## config.mk

```make
export PLATFORM = sky130hd
export DESIGN_NAME = lsu_mem_port
export DESIGN_NICKNAME = d
export VERILOG_FILES = /design/src/rtl/lsu_pkg.sv /design/src/rtl/lsu_align.sv /design/src/rtl/lsu_mem_port.sv
export SDC_FILE = /design/constraint.sdc
export NUM_CORES = 1
export LEC_CHECK = 0
export CAP_MARGIN = 15
export CORE_UTILIZATION = 45
export DETAILED_ROUTE_END_ITERATION = 10
export PLACE_DENSITY = 0.79
export SLEW_MARGIN = 15
export SYNTH_ARGS = -nofsm -noshare
export SYNTH_HDL_FRONTEND = slang
export SYNTH_HIERARCHICAL = 1
export SYNTH_SLANG_ARGS = --single-unit
```

## constraint.sdc

```tcl
create_clock -name clk -period 4.8 [get_ports clk]
set_clock_uncertainty 0.05 [all_clocks]
set_input_delay 1.2 -clock clk [delete_from_list [all_inputs] [get_ports clk]]
set_output_delay 1.2 -clock clk [all_outputs]
set_load 0.02 [all_outputs]
```

## src/rtl/lsu_pkg.sv

```systemverilog
// Shared types and helpers for the load/store unit memory port.
// State encoding, RISC-V funct3 size codes and a size legality check.
package lsu_pkg;

  typedef enum logic [1:0] {
    IDLE,
    ISSUE,
    WAIT,
    RESP
  } state_t;

  localparam logic [2:0] F3_B  = 3'b000;
  localparam logic [2:0] F3_H  = 3'b001;
  localparam logic [2:0] F3_W  = 3'b010;
  localparam logic [2:0] F3_BU = 3'b100;
  localparam logic [2:0] F3_HU = 3'b101;

  function automatic logic size_legal(input logic [2:0] f3);
    case (f3)
      F3_B, F3_H, F3_W, F3_BU, F3_HU: size_legal = 1'b1;
      default:                        size_legal = 1'b0;
    endcase
  endfunction

endpackage

```

## src/rtl/lsu_align.sv

```systemverilog
// Byte-lane logic: store strobes and lane replication,
// load lane extraction with sign or zero extension.
module lsu_align
  import lsu_pkg::*;
(
  input  logic [2:0]  i_st_f3,
  input  logic [1:0]  i_st_off,
  input  logic [31:0] i_st_data,
  output logic [3:0]  o_wstrb,
  output logic [31:0] o_wdata,
  input  logic [2:0]  i_ld_f3,
  input  logic [1:0]  i_ld_off,
  input  logic [31:0] i_rdata,
  output logic [31:0] o_ldata
);

  logic [31:0] w_sh;

  assign w_sh = i_rdata >> {i_ld_off, 3'b000};

  always_comb begin
    o_wstrb = 4'b1111;
    o_wdata = i_st_data;
    case (i_st_f3)
      F3_B: begin
        o_wstrb = 4'b0001 << i_st_off;
        o_wdata = {4{i_st_data[7:0]}};
      end
      F3_H: begin
        o_wstrb = 4'b0011 << i_st_off;
        o_wdata = {2{i_st_data[15:0]}};
      end
      default: ;
    endcase
  end

  always_comb begin
    o_ldata = i_rdata;
    case (i_ld_f3)
      F3_B:  o_ldata = {{24{w_sh[7]}}, w_sh[7:0]};
      F3_BU: o_ldata = {24'd0, w_sh[7:0]};
      F3_H:  o_ldata = {{16{w_sh[15]}}, w_sh[15:0]};
      F3_HU: o_ldata = {16'd0, w_sh[15:0]};
      default: ;
    endcase
  end

endmodule

```

## src/rtl/lsu_mem_port.sv

```systemverilog
// Data-memory initiator: one op in flight, fixed read latency.
// Define LSU_MISALIGN_TRAP_EN to trap misaligned H/W instead of aligning down.
module lsu_mem_port
  import lsu_pkg::*;
#(
  parameter int DATA_WIDTH  = 32,
  parameter int ADDR_WIDTH  = 32,
  parameter int TAG_WIDTH   = 6,
  parameter int MEM_LATENCY = 1
) (
  input  logic                  clk,
  input  logic                  rst,
  input  logic                  req_valid_i,
  output logic                  req_ready_o,
  input  logic                  req_store_i,
  input  logic [2:0]            req_funct3_i,
  input  logic [DATA_WIDTH-1:0] req_base_i,
  input  logic [DATA_WIDTH-1:0] req_imm_i,
  input  logic [DATA_WIDTH-1:0] req_wdata_i,
  input  logic [TAG_WIDTH-1:0]  req_tag_i,
  output logic [ADDR_WIDTH-3:0] mem_addr_o,
  output logic                  mem_re_o,
  output logic                  mem_we_o,
  output logic [3:0]            mem_wstrb_o,
  output logic [DATA_WIDTH-1:0] mem_wdata_o,
  input  logic [DATA_WIDTH-1:0] mem_rdata_i,
  output logic                  resp_valid_o,
  input  logic                  resp_ready_i,
  output logic [TAG_WIDTH-1:0]  resp_tag_o,
  output logic [DATA_WIDTH-1:0] resp_data_o,
  output logic                  resp_store_o,
  output logic                  resp_exc_o
);

  state_t                r_state;
  state_t                w_next;
  logic [2:0]            r_cnt;
  logic [ADDR_WIDTH-3:0] r_addr;
  logic [3:0]            r_wstrb;
  logic [DATA_WIDTH-1:0] r_wdata;
  logic [DATA_WIDTH-1:0] r_data;
  logic [TAG_WIDTH-1:0]  r_tag;
  logic [2:0]            r_f3;
  logic [1:0]            r_off;
  logic                  r_store;
  logic                  r_exc;

  logic [ADDR_WIDTH-1:0] w_ea;
  logic [1:0]            w_off;
  logic                  w_legal;
  logic                  w_mis;
  logic                  w_exc;
  logic                  w_accept;
  logic                  w_last;
  logic [3:0]            w_wstrb;
  logic [DATA_WIDTH-1:0] w_wdata;
  logic [DATA_WIDTH-1:0] w_ldata;

  assign w_ea    = ADDR_WIDTH'(req_base_i + req_imm_i);
  assign w_legal = size_legal(req_funct3_i);
  assign w_mis   = (req_funct3_i[1:0] == 2'b01 && w_ea[0]) ||
                   (req_funct3_i[1:0] == 2'b10 && w_ea[1:0] != 2'b00);
  assign w_accept = req_valid_i && req_ready_o;
  assign w_last   = (r_cnt == 3'd1);

`ifdef LSU_MISALIGN_TRAP_EN
  assign w_exc = !w_legal || w_mis;
  assign w_off = w_ea[1:0];
`else
  assign w_exc = !w_legal;
  // Misaligned halves/words are silently aligned down.
  assign w_off = (req_funct3_i[1:0] == 2'b01) ? {w_ea[1], 1'b0} :
                 (req_funct3_i[1:0] == 2'b10) ? 2'b00 : w_ea[1:0];
`endif

  lsu_align u_align (
    .i_st_f3   (req_funct3_i),
    .i_st_off  (w_off),
    .i_st_data (req_wdata_i),
    .o_wstrb   (w_wstrb),
    .o_wdata   (w_wdata),
    .i_ld_f3   (r_f3),
    .i_ld_off  (r_off),
    .i_rdata   (mem_rdata_i),
    .o_ldata   (w_ldata)
  );

  always_ff @(posedge clk or posedge rst) begin
    if (rst) begin
      r_state <= IDLE;
      r_cnt   <= '0;
      r_addr  <= '0;
      r_wstrb <= '0;
      r_wdata <= '0;
      r_data  <= '0;
      r_tag   <= '0;
      r_f3    <= '0;
      r_off   <= '0;
      r_store <= 1'b0;
      r_exc   <= 1'b0;
    end else begin
      r_state <= w_next;
      if (w_accept) begin
        r_addr  <= w_ea[ADDR_WIDTH-1:2];
        r_wstrb <= w_wstrb;
        r_wdata <= w_wdata;
        r_data  <= '0;
        r_tag   <= req_tag_i;
        r_f3    <= req_funct3_i;
        r_off   <= w_off;
        r_store <= req_store_i;
        r_exc   <= w_exc;
      end
      if (r_state == ISSUE && !r_store) r_cnt <= 3'(MEM_LATENCY);
      if (r_state == WAIT) begin
        r_cnt <= r_cnt - 3'd1;
        if (w_last) r_data <= w_ldata;
      end
    end
  end

  always_comb begin
    w_next       = r_state;
    req_ready_o  = 1'b0;
    mem_re_o     = 1'b0;
    mem_we_o     = 1'b0;
    mem_wstrb_o  = 4'b0000;
    resp_valid_o = 1'b0;
    case (r_state)
      IDLE: begin
        req_ready_o = 1'b1;
        if (req_valid_i) w_next = w_exc ? RESP : ISSUE;
      end
      ISSUE: begin
        mem_we_o    = r_store;
        mem_re_o    = !r_store;
        mem_wstrb_o = r_store ? r_wstrb : 4'b0000;
        w_next      = r_store ? RESP : WAIT;
      end
      WAIT: if (w_last) w_next = RESP;
      RESP: begin
        resp_valid_o = 1'b1;
        if (resp_ready_i) w_next = IDLE;
      end
      default: w_next = IDLE;
    endcase
  end

  assign mem_addr_o   = r_addr;
  assign mem_wdata_o  = r_wdata;
  assign resp_tag_o   = r_tag;
  assign resp_data_o  = r_data;
  assign resp_store_o = r_store;
  assign resp_exc_o   = r_exc;

endmodule

```

==> flow_summary.yaml, run 1 <==
run_status:
  status: "finished clean"
floorplanning:
  die_h_um: 130.1
  rows: 46
  die-area_um2: 16930
  die_w_um: 130.1
  start_util_pct: 46.33
  core_area_um2: 15940
  io_pins: 252
clock_tree:
  cts_buffers: 17
  cts_resized: 0
  cts_hold_buf: 0
  cts_tree: "done"
  cts_root_buf: "clkbuf_16"
  clock_latency_ps: 410
  clkSlewWorstSetupHoldPaths_ps: 60
  postCtsSetupBuffers: 0
  h-tree-depth: 4
  cts_num_sinks: 116
  cts_max_path_buffers: 2
power_and_ir_drop:
  internal_power_w: 0.003384
  p_switching_w: 0.002447
  switching_share_pct: 41.96
  leakagePower_nw: 4.881
  p_per_area_nw_per_um2: 551.4
  finalPower_w: 0.005831
  clockPowerShare_pct: 21.4
  p_comb_share_pct: 49.9
  seqPwrFrac_pct: 28.7
  ir_drop_v: 0.0003118
synth:
  avgSynthCellArea_um2: 8.065
  yosysSeqAreaShare_pct: 39.30
  synth-seq-cells: 116
  synthFlopType: "dfrtp_1"
  ys_top_cells_by_area: "dfrtp_1, nand2_1, ha_1, o21ai_0, a21oi_1"
  synth_top_area_cell: "dfrtp_1"
  synth_top_area_share_pct: 39.30
  syn_nets: 1096
  synth-edff-count: 0
  syn_area_um2: 7387
  postSynthCellCount: 916
  yosysUniqueCellTypes: 70
  ys_async_sr_fraction_pct: 100.0
  ys_warn_count: 6
placement:
  dp_hpwl_um: 16500
  gp_congestion: 0.9194
  dp_slack_ps: 743.8
  port_buffers: 251
  place_area_um2: 9993
worst_setup_path:
  worst-path-max-fanout: 5
  r2r_end: "resp_data_o[17]"
  required_ps: 5100
  r2r-start: "r_off[1]"
  crit_slowest_cell: "clkdlybuf4s50_1"
  path_cells: "clkdlybuf4s50_1, ha_1, inv_1, fa_1, and2b_1, o2111ai_2, a211oi_2, o31ai_1, a211o_1, a211o_1, nand3_1"
  path_class: "in -> reg"
  critical_path.startpoint: "req_imm_i[0]"
  reg2reg_depth: 6
  critPathArrivalTime_ps: 3920
  end_kind: "flop"
  critPathMaxStageDelay_ps: 500
  worst_path_most_repeated_cell: "a211o_1"
  rrSetupSlack_ps: 2390
  worstSetupStartpointType: "input pin"
timing:
  tightestPinTransition_ps: 941.1
  rsz0062_at_grt: "false"
  post-route-period-util_pct: 75.45
  fmax_mhz: 276.1
  final_hold_viol_count: 0
  min_period_ps: 3622
  setup_ws_ps: 1178
  relSlewSlack_pct: 37.19
  final_max_slew_viol_count: 0
  setup_viol: 0
  tns_ps: 0
layout:
  fin_util_pct: 66.33
  nets: 1320
  drive_above_1_share_pct: 7.285
  diodes: 0
  area_growth_pct: 43.16
  fillerInstances: 1349
  postLayoutCellArea_um2: 10580
drt:
  dr.pass1.iters: 5
  drc_errors: 0
  vias: 7315
  wl_um: 22320
  wl_per_cell_um: 16.30
  vias_per_cell: 5.343
  ant_nets: 0
  drt-initial-drc-count: 532
run:
  drv_cap: 0
global_routing:
  grt.total_usage_pct: 26.67
  grt_pass1_wl_um: 35160
  antenna_found_initial: 1
  first_global_vias: 7022
  grt_max_degree: 79
  overflow: 0
hold_path:
  hold_path_class: "reg -> reg"
  hold_path_depth: 2
  holdPathEnd: "mem_wdata_o[5]"
  min-delay-start: "mem_wdata_o[5]"
[power by group through the flow]
stage	logic (W)	registers (W)	clock network (W)
2_1_floorplan	0.00131	0.00204	0
3_3_place_gp	0.00285	0.00166	0
3_5_place_dp	0.00290	0.00168	0
4_1_cts	0.00292	0.00167	0.00127
5_1_grt	0.00317	0.00173	0.00131
6_report	0.00291	0.00168	0.00125
[layout by cell type, fill, tap and decap left out, types with 5 or more instances in the layout]
cell type        count
o21bai_1             5
o21ai_1              9
xnor2_1             20
nand4_1             10
ha_1                37
o21ai_0             53
clkdlybuf4s50_1    251
clkbuf_16           17
nor3_1               5
o31ai_1             10
nor2_1              38
a21oi_1             52
a211oi_1             7
and3_1               6
xor2_1               9
mux2i_1             15
nand3_1             40
a21o_1              10
nand2_1            307
inv_6                7
dfrtp_1            116
inv_1               26
mux2_2              20
[registers in the layout (all words and copies together) (netlist names)]
signal / flops
resp_tag_o: 6
r_cnt: 3
mem_wdata_o: 32
mem_addr_o: 30
r_wstrb: 4
resp_store_o: 1
resp_exc_o: 1
r_state: 2
resp_data_o: 32
r_off: 2
r_f3: 3
[metrics by stage]
stage	hold slack (ps)	cells
2_1_floorplan	387.5	916
3_3_place_gp	402.7	1337
3_5_place_dp	411.4	1337
4_1_cts	426.6	1369
5_1_grt	449.3	1369
6_report	424.4	1369
[cell families (layout without fill, tap and decap cells)]
logic type | after synthesis | in the layout | synth area share (%)
XOR/XNOR | 29 | 29 | 3.438
buffers and inverters | 79 | 316 | 4.861
AND/OR/NAND/NOR | 432 | 432 | 24.41
adder cells (fa/ha/maj) | 38 | 38 | 6.538
flip-flops | 116 | 116 | 39.30
multiplexers | 36 | 36 | 5.386
AO/OA/AOI/OAI | 186 | 186 | 16.07
[worst max-delay path by stage]
| stage | end | cells after the start | slack, ps |
|---|---|---|---|
| floorplan | mem_addr_o[0] | 1 | 480 |
| global placement | mem_addr_o[28] | 11 | 820 |
| detailed placement | mem_addr_o[22] | 11 | 740 |
| CTS | mem_addr_o[28] | 11 | 1190 |
| global route | mem_addr_o[28] | 11 | 1070 |
| finish | mem_addr_o[28] | 11 | 1180 |
[worst max-delay path, delay by kind of cell]
family	cells	cell delay [ps]
buffers and inverters	2	560
AOI/OAI and AO/OA	5	1260
adders and majority gates	2	590
and+or+nand+nor	2	310
[cells in the mapped netlist, types with 3 or more instances]
cell type	n
nand2_1	307
nand2b_1	3
a21o_1	10
nor3_1	5
nand3_1	40
buf_2	3
dfrtp_1	116
o21ai_0	53
a211oi_1	7
o21ai_1	9
xnor2_1	20
nor2_1	39
a31oi_1	4
buf_4	9
a211o_1	3
o31ai_1	10
o21bai_1	5
nand4_1	10
and3_1	6
xor2_1	9
ha_1	37
clkbuf_1	34
o2111ai_1	3
inv_1	27
mux2_2	20
nor2b_1	3
buf_1	3
or3_1	3
a21oi_1	52
mux2i_1	15
a221oi_1	3
[per-layer routing]
layer	up-vias	GRT usage [%]	part of all wire (%)
met1	3399	33.42	42
met4	2	10.60	2.5
li1	3563	-	-
met3	46	5.863	7.1
met2	305	44.62	49
met5	-	0	0.058
[final cells by class]
class                           instances  area [µm²]  area share [%]
Clock buffer                           18       439.2           4.153
Clock inverter                         14       142.6           1.349
Inverter                               27       103.9          0.9820
Multi-Input combinational cell        721        4134           39.09
Sequential cell                       116        2903           27.45
Tap cell                              216       270.3           2.556
Timing Repair Buffer                  257        2582           24.42
(Power assumes the default switching activity.)
==> run 2, diff against run 1 <==
==> constraint.sdc (replaced) <==
create_clock -name clk -period 3.6 [get_ports clk]
set_clock_uncertainty 0.05 [all_clocks]
set_input_delay 0.9 -clock clk [delete_from_list [all_inputs] [get_ports clk]]
set_output_delay 0.9 -clock clk [all_outputs]
set_load 0.02 [all_outputs]
==> run 2 against run 1 <==
Final area up 1.1%. Critical path depth unchanged. Flip-flop and latch count unchanged. Worst hold slack worse by 3.2 ps. Sequential share of layout area is 0.29 points lower.
==> flow_summary.yaml, run 2 (synthesized netlist as in run 1, its figures left out) <==
clock_tree:
  cts_root_buf: "clkbuf_16"
  clkSlewWorstSetupHoldPaths_ps: 60
  cts_hold_buf: 0
  cts_num_sinks: 116
  postCtsSetupBuffers: 0
  h-tree-depth: 4
  cts_tree: "done"
  cts_buffers: 17
  cts_resized: 0
  clock_latency_ps: 410
  cts_max_path_buffers: 2
timing:
  setup_viol: 0
  holdWs_ps: 421.3
  post-route-period-util_pct: 89.59
  relSlewSlack_pct: 53.76
  min_period_ps: 3225
  tightestPinTransition_ps: 689.8
  final_hold_viol_count: 0
  rsz0062_at_grt: "false"
  final_max_slew_viol_count: 0
  fmax_mhz: 310.1
placement:
  gp_congestion: 0.9073
  port_buffers: 251
  place_area_um2: 10080
  dp_hpwl_um: 16490
floorplanning:
  core_area_um2: 15940
  start_util_pct: 46.33
  io_pins: 252
  die_h_um: 130.1
  rows: 46
  die_w_um: 130.1
  die-area_um2: 16930
worst_setup_path:
  rrSetupSlack_ps: 1140
  required_ps: 3900
  crit_slowest_cell: "clkdlybuf4s50_1"
  critPathMaxStageDelay_ps: 460
  worst-path-max-fanout: 5
  worst_path_most_repeated_cell: "a211o_1"
  path_cells: "clkdlybuf4s50_1, ha_1, inv_1, fa_1, and2b_1, o2111ai_2, a211oi_2, o31ai_1, a211o_1, a211o_1, nand3_1"
  r2r_end: "resp_data_o[18]"
  r2r-start: "r_off[1]"
  end_kind: "flop"
  worstSetupStartpointType: "input pin"
  critPathArrivalTime_ps: 3520
  path_class: "in -> reg"
  reg2reg_depth: 6
global_routing:
  grt_max_degree: 80
  antenna_found_initial: 0
  grt_pass1_wl_um: 35650
  first_global_vias: 7078
  grt.total_usage_pct: 26.97
  overflow: 0
run_status:
  status: "finished clean"
drt:
  vias_per_cell: 5.328
  wl_um: 22460
  dr.pass1.iters: 7
  drc_errors: 0
  ant_nets: 0
  vias: 7353
  drt-initial-drc-count: 426
  wl_per_cell_um: 16.28
power_and_ir_drop:
  p_per_area_nw_per_um2: 735.7
  finalPower_w: 0.007862
  leakagePower_nw: 4.946
  ir_drop_v: 0.0004037
hold_path:
  hold_path_class: "reg -> reg"
  min-delay-start: "mem_wdata_o[18]"
  holdPathEnd: "mem_wdata_o[18]"
  hold_path_depth: 2
layout:
  area_growth_pct: 44.66
  regArea_um2: 2903
  postLayoutCellArea_um2: 10690
  layout_common_cells: "nand2_1, clkdlybuf4s50_1, dfrtp_1"
  drive_above_1_share_pct: 8.162
  fillerInstances: 1329
  nets: 1332
  final_common_cell: "nand2_1"
  diodes: 0
  multiInputGateArea_um2: 4134
run:
  drv_cap: 0
run 2: cell types whose count changed in the layout (fill, tap and decap cells not counted), sizes merged:
cell / before / now
buf: 6 / 18
inv: 35 / 30
clkinv: 2 / 5
bufinv: 1 / 3
clkbuf: 18 / 17
run 2: worst max path at each step:
stage,from,end,depth (start not counted)
5_1_grt,req_base_i[0],mem_addr_o[28],11
3_3_place_gp,req_base_i[0],mem_addr_o[22],11
6_report,req_base_i[0],mem_addr_o[28],11
3_5_place_dp,req_base_i[0],mem_addr_o[22],11
4_1_cts,req_base_i[0],mem_addr_o[28],11
2_1_floorplan,req_base_i[0],mem_addr_o[28],10
run 2: worst max-delay path: cells and delay by family:
| kind | cells | cell delay, ps |
|---|---|---|
| buffers and inverters | 2 | 510 |
| and+or+nand+nor | 2 | 300 |
| AOI/OAI and AO/OA | 5 | 1270 |
| adders and majority gates | 2 | 540 |
run 2: cell type report:
| type | count | area share (%) |
|---|---|---|
| multi-input cells | 721 | 38.68 |
| flip-flops and latches | 116 | 27.16 |
| repair buffers | 269 | 25.01 |
| clock buffers | 17 | 3.981 |
| well taps | 216 | 2.529 |
| clock inverters | 14 | 1.651 |
| inverters | 27 | 0.9835 |
run 2: layer usage:
metal | share of wire (%) | vias up | GRT usage [%]
li1 | - | 3586 | -
met1 | 41 | 3394 | 33.54
met2 | 48 | 318 | 44.65
met3 | 8.1 | 55 | 6.314
met4 | 3.1 | 0 | 11.76
met5 | 0 | - | 0
run 2: power breakdown:
part | switching [W] | internal, W
Sequential | 0.000368 | 0.00185
Clock | 0.000650 | 0.00109
Combinational | 0.00221 | 0.00169
run 2: through the flow:
stage	cells	util [%]	setup WS, ps	TNS [ps]
global route	1380	67.03	138.3	0
global placement	1349	63.26	29.97	0
floorplan	916	-	588.9	0
detailed placement	1349	63.26	-25.48	-46.63
finish	1380	67.03	374.9	0
CTS	1380	67.03	370.1	0
==> variant 1: new RTL, flow settings as in run 2 <==
Encoding of `state_t`: now one-hot (4 bits for 4 states).
--- a/src/rtl/lsu_pkg.sv
+++ b/src/rtl/lsu_pkg.sv
@@ -2,11 +2,11 @@
 // State encoding, RISC-V funct3 size codes and a size legality check.
 package lsu_pkg;
 
-  typedef enum logic [1:0] {
-    IDLE,
-    ISSUE,
-    WAIT,
-    RESP
+  typedef enum logic [3:0] {
+    IDLE  = 4'b0001,
+    ISSUE = 4'b0010,
+    WAIT  = 4'b0100,
+    RESP  = 4'b1000
   } state_t;
 
   localparam logic [2:0] F3_B  = 3'b000;
Function: same outputs for any inputs over 10 cycles, from zero or initial values and one cycle with rst high; not proved beyond that.
==> variant 1 against run 2 <==
Sequential share of layout area down 0.28 points. Total power down 4.7%. Area after synthesis grew 2.9%. Final area grew 2.8%. Wire length is 1.7% lower. Setup slack worse by 110 ps. Combinational power decreased by 6.6%. Global-route usage is 1.2 points lower. Core utilization decreased by 0.52 points. Sequential cell count up 2. Critical endpoint is now mem_addr_o[20]. Largest power group unchanged.
==> variant 1: results (changes against run 2) <==
Post-synth top flop dfrtp_1; Synth area leaders dfrtp_1 (39%), nand2_1 (11%), ha_1 (5.4%), a22o_1 (3.8%), mux2_2 (3.1%); DRT Pass-1 Iters 5 (-2); met3 WL 1.76 mm (-2.8%); Power Density 682 nW/um^2 (-7.3%); WHS Path Cells 2 (unchanged); Signal inverters 18 (-33%); multi-input gate count 685 (-5.0%); WL met1 9.47 mm (+3.6%); vias in the first global route 7076 (-0.028%); initial antenna violation count 1 (+1); Fillers 1361 (+2.4%); Cell Count Post-Placement 1326 (-1.7%); Synth Net Count 1058 (-3.5%); Hold WS 415 ps (-6.19 ps); bufs w/o clock 285 (+5.9%); dpl hpwl 16.5 mm (about the same); Hold EP r_wstrb[2]; Lkg Pwr 0.00487 uW (-1.5%); Area after DPL 10400 um^2 (+3.3%); Global Route Usage Sum 0.258 (-0.0118); first-pass GRT wire length 35.8 mm (+0.56%); ClkCell Share 0.0519 (-0.00440); layout cell share with drive strength beyond 1 0.105 (+0.0230); Post-Layout Cell Count 1358 (-1.6%); mux contribution to synthesized area 0.0551 (+0.00126); status complete, no violations; DIE AREA 17400 um^2 (+2.9%); Storage cell area 2950 um^2 (+1.8%); Peak VDD IR 477 uV (+18%); Root Driver clkbuf_16; clock buffers 18 (+1); synth cell count leaders nand2_1 (229), dfrtp_1 (117), a21oi_1 (47), nor2_1 (45); hold path start r_wstrb[2]; post-synthesis compound-gate area fraction 0.209 (+0.0484); pre-CTS WS -144 ps (-118 ps); vias per cell 5.44 (+2.2%); Seq cells 118 (+1.7%); DRT iter0 DRCs 449 (+5.4%); pin count of the biggest net entering global routing 62 (-23%); Max Fanout on Critical Path 6 (+1); area share of xor/xnor cells in the synthesized design 0.0207 (-0.0136); sequential area share after synthesis 0.389 (-0.00444); gpl congestion 0.852 (-6.1%); non-clk buf share 0.254 (+0.00401); Slew headroom 0.504 (-0.0341); WL/cell 16.3 um (-0.11%); reg2reg setup slack 1100 ps (-40 ps); Synthesis Warnings 6 (unchanged); Synth Area in Adders 0.0569 (-0.00844); cells after synthesis 882 (-3.7%); Reg-to-Reg End resp_data_o[22]; Port Buffers 251 (unchanged); reg2reg path depth 5 (-1); met2 wire len 10.3 mm (-5.3%); post-synth cell types 73 (+4.3%); area of the multi-input gates 4330 um^2 (+4.7%)
[variant 1: cell count changes in the layout (fill, tap and decap cells not counted), sizes merged, moves of 4 or more]
| cell | change |
|---|---|
| buf | +16 |
| a21oi | -5 |
| o21a | +5 |
| nand3 | -18 |
| inv | -6 |
| o21ai | -23 |
| nor3 | +15 |
| nand4 | +4 |
| xnor2 | -11 |
| nor2b | +5 |
| ha | -4 |
| nor2 | +6 |
| nand2 | -78 |
| a22o | +33 |
[variant 1: layer usage]
| metal | global-route usage | up-vias |
|---|---|---|
| met4 | 0.103 | 0 |
| met5 | 0 | - |
| li1 | - | 3613 |
| met3 | 0.0657 | 39 |
| met2 | 0.416 | 295 |
| met1 | 0.331 | 3447 |
[variant 1: report_power, final]
group          leakage, uW  total [uW]  internal (uW)  switching [uW]
Combinational      0.00310        3650           1610            2040
Clock             0.000267        1640            968             675
Sequential         0.00151        2200           1820             384
Total              0.00487        7490           4390            3100
[variant 1: worst max path at each step]
stage                       start             end  slack (ps)
finish              req_base_i[0]  mem_addr_o[20]         260
global route        req_base_i[0]  mem_addr_o[20]         100
CTS                 req_base_i[0]  mem_addr_o[20]         300
detailed placement  req_base_i[0]  mem_addr_o[20]        -140
global placement    req_base_i[0]  mem_addr_o[28]         -40
floorplan           req_base_i[0]  mem_addr_o[28]         580
[variant 1: worst max-delay path, cell delays in order]
cell and delay [ps]:
clkdlybuf4s50_1 460, ha_1 160, inv_1 60, fa_1 420, nor2b_2 160, o2111ai_2 160
a21boi_2 250, o311ai_4 150, a2111oi_4 540, nor3_1 120, o31ai_2 230
[variant 1: kinds of logic after synthesis]
family          Yosys count
simple gates            381
buf+inv                  79
fa+ha+maj                34
mux                      38
xor+xnor                 18
compound gates          214
flops                   118
==> variant 2: new RTL, settings of run 2 <==
Without the edit above. Change the parameter `TAG_WIDTH` from 6 to 8.
--- a/src/rtl/lsu_mem_port.sv
+++ b/src/rtl/lsu_mem_port.sv
@@ -5,7 +5,7 @@
 #(
   parameter int DATA_WIDTH  = 32,
   parameter int ADDR_WIDTH  = 32,
-  parameter int TAG_WIDTH   = 6,
+  parameter int TAG_WIDTH   = 8,
   parameter int MEM_LATENCY = 1
 ) (
   input  logic                  clk,
Interface: changed (resized req_tag_i and resp_tag_o); port bits go from 252 to 256. The function was not compared with the original's and may differ.
==> variant 2 against run 2 <==
Largest power group unchanged. Total power rose by 1.1%. Wire length rose by 0.30%. Combinational power rose by 2%. Area after synthesis rose by 2.8%. Sequential cell count rose by 2. First-iteration DRC count rose by 25%. Final area rose by 2.5%. Setup slack got worse by 130 ps. Fmax fell by 3.7%. Count of clock-buffer cells in the layout rose by 4.
==> variant 2: results (changes against run 2) <==
status complete, no violations; Post-synth ARST share 1.00 (unchanged); post-synth cell types 69 (-1.4%); Area after DPL 10400 um^2 (+2.9%); Synth Area in Adders 0.0636 (-0.00180); Global Route Usage Sum 0.267 (-0.00280); Port Buffers 255 (+1.6%); post-CTS setup buffer count 0 (unchanged); gpl congestion 0.882 (-2.8%); pre-CTS WS -148 ps (-123 ps); # diodes 0 (unchanged); dpl hpwl 16.6 mm (+0.43%); Largest stage delay, worst path 470 ps; synth cell count leaders nand2_1 (314), dfrtp_1 (118), a21oi_1 (49), o21ai_0 (49), nand3_1 (44); sequential area share after synthesis 0.389 (-0.00422); Synth Net Count 1130 (+3.1%); vias per cell 5.41 (+1.5%); Pint 4720 uW (+2.0%); maximum clock path buffer count 2 (unchanged); area share of xor/xnor cells in the synthesized design 0.0242 (-0.0102); Lkg Pwr 0.00513 uW (+3.7%); Psw 3230 uW (about the same); first-pass GRT wire length 37.3 mm (+4.6%); vias in the first global route 7500 (+6.0%); pin count of the biggest net entering global routing 70 (-13%); via count 7662 (+4.2%); Peak VDD IR 396 uV (-1.8%); total CTS buffers 17 (unchanged); DRT Pass-1 Iters 5 (-2); Hold Crit Class flop to flop; drt total wl 22.5 mm (+0.30%); Logic pwr share 0.500 (+0.003); critical path's top delay family compound AO/OA/AOI/OAI gates; cts repair resizes 0 (unchanged); post-synthesis compound-gate area fraction 0.167 (+0.00645); Max Fanout on Critical Path 3 (-2); Synthesis Warnings 6 (unchanged); Seq pwr share 0.286 (+0.005); Synth area leaders dfrtp_1 (39%), nand2_1 (16%), ha_1 (6.1%), a21oi_1 (3.2%), o21ai_0 (3.2%); DRT iter0 DRCs 532 (+25%); mux contribution to synthesized area 0.0550 (+0.00115); layout cell share with drive strength beyond 1 0.0760 (-0.00559); WP data arrival 3600 ps (+80 ps); clk slew on worst S/H paths 50 ps; Cell Count Post-Placement 1386 (+2.7%); crit path max-delay cell type clkdlybuf4s50_1; mean post-synth cell area 8.01 um^2 (-0.64%); Worst Max-Slew Pin Slew 734 ps (+44.7 ps)
-- variant 2: worst paths after layout --
kind | startpoint | end | slack [ps] | cells past startpoint
worst min register to register | mem_wdata_o[1] | mem_wdata_o[1] | 420 | 2
max in group asynchronous | rst | mem_addr_o[1] | 1900 | 3
worst min-delay path | mem_wdata_o[1] | mem_wdata_o[1] | 420 | 2
worst max-delay path | req_base_i[0] | mem_addr_o[26] | 250 | 11
worst max register to register | r_off[1] | resp_data_o[8] | 1190 | 5
min in group asynchronous | rst | resp_data_o[3] | 890 | 2
-- variant 2: metal layers --
layer  vias up  global-route usage  share of wire
met3        35              0.0784          0.086
met2       305               0.436           0.47
met5         -                   0              0
met4         0              0.0911          0.020
met1      3602               0.337           0.43
li1       3720                   -              -
-- variant 2: area by class of cell --
cell class,instances,area [um^2]
clock inverters,10,130
well taps,220,275
clock buffers,21,450
fillers,1345,5570
multi-input cells,745,4280
flip-flops and latches,118,2950
inverters,24,93.8
repair buffers,279,2770
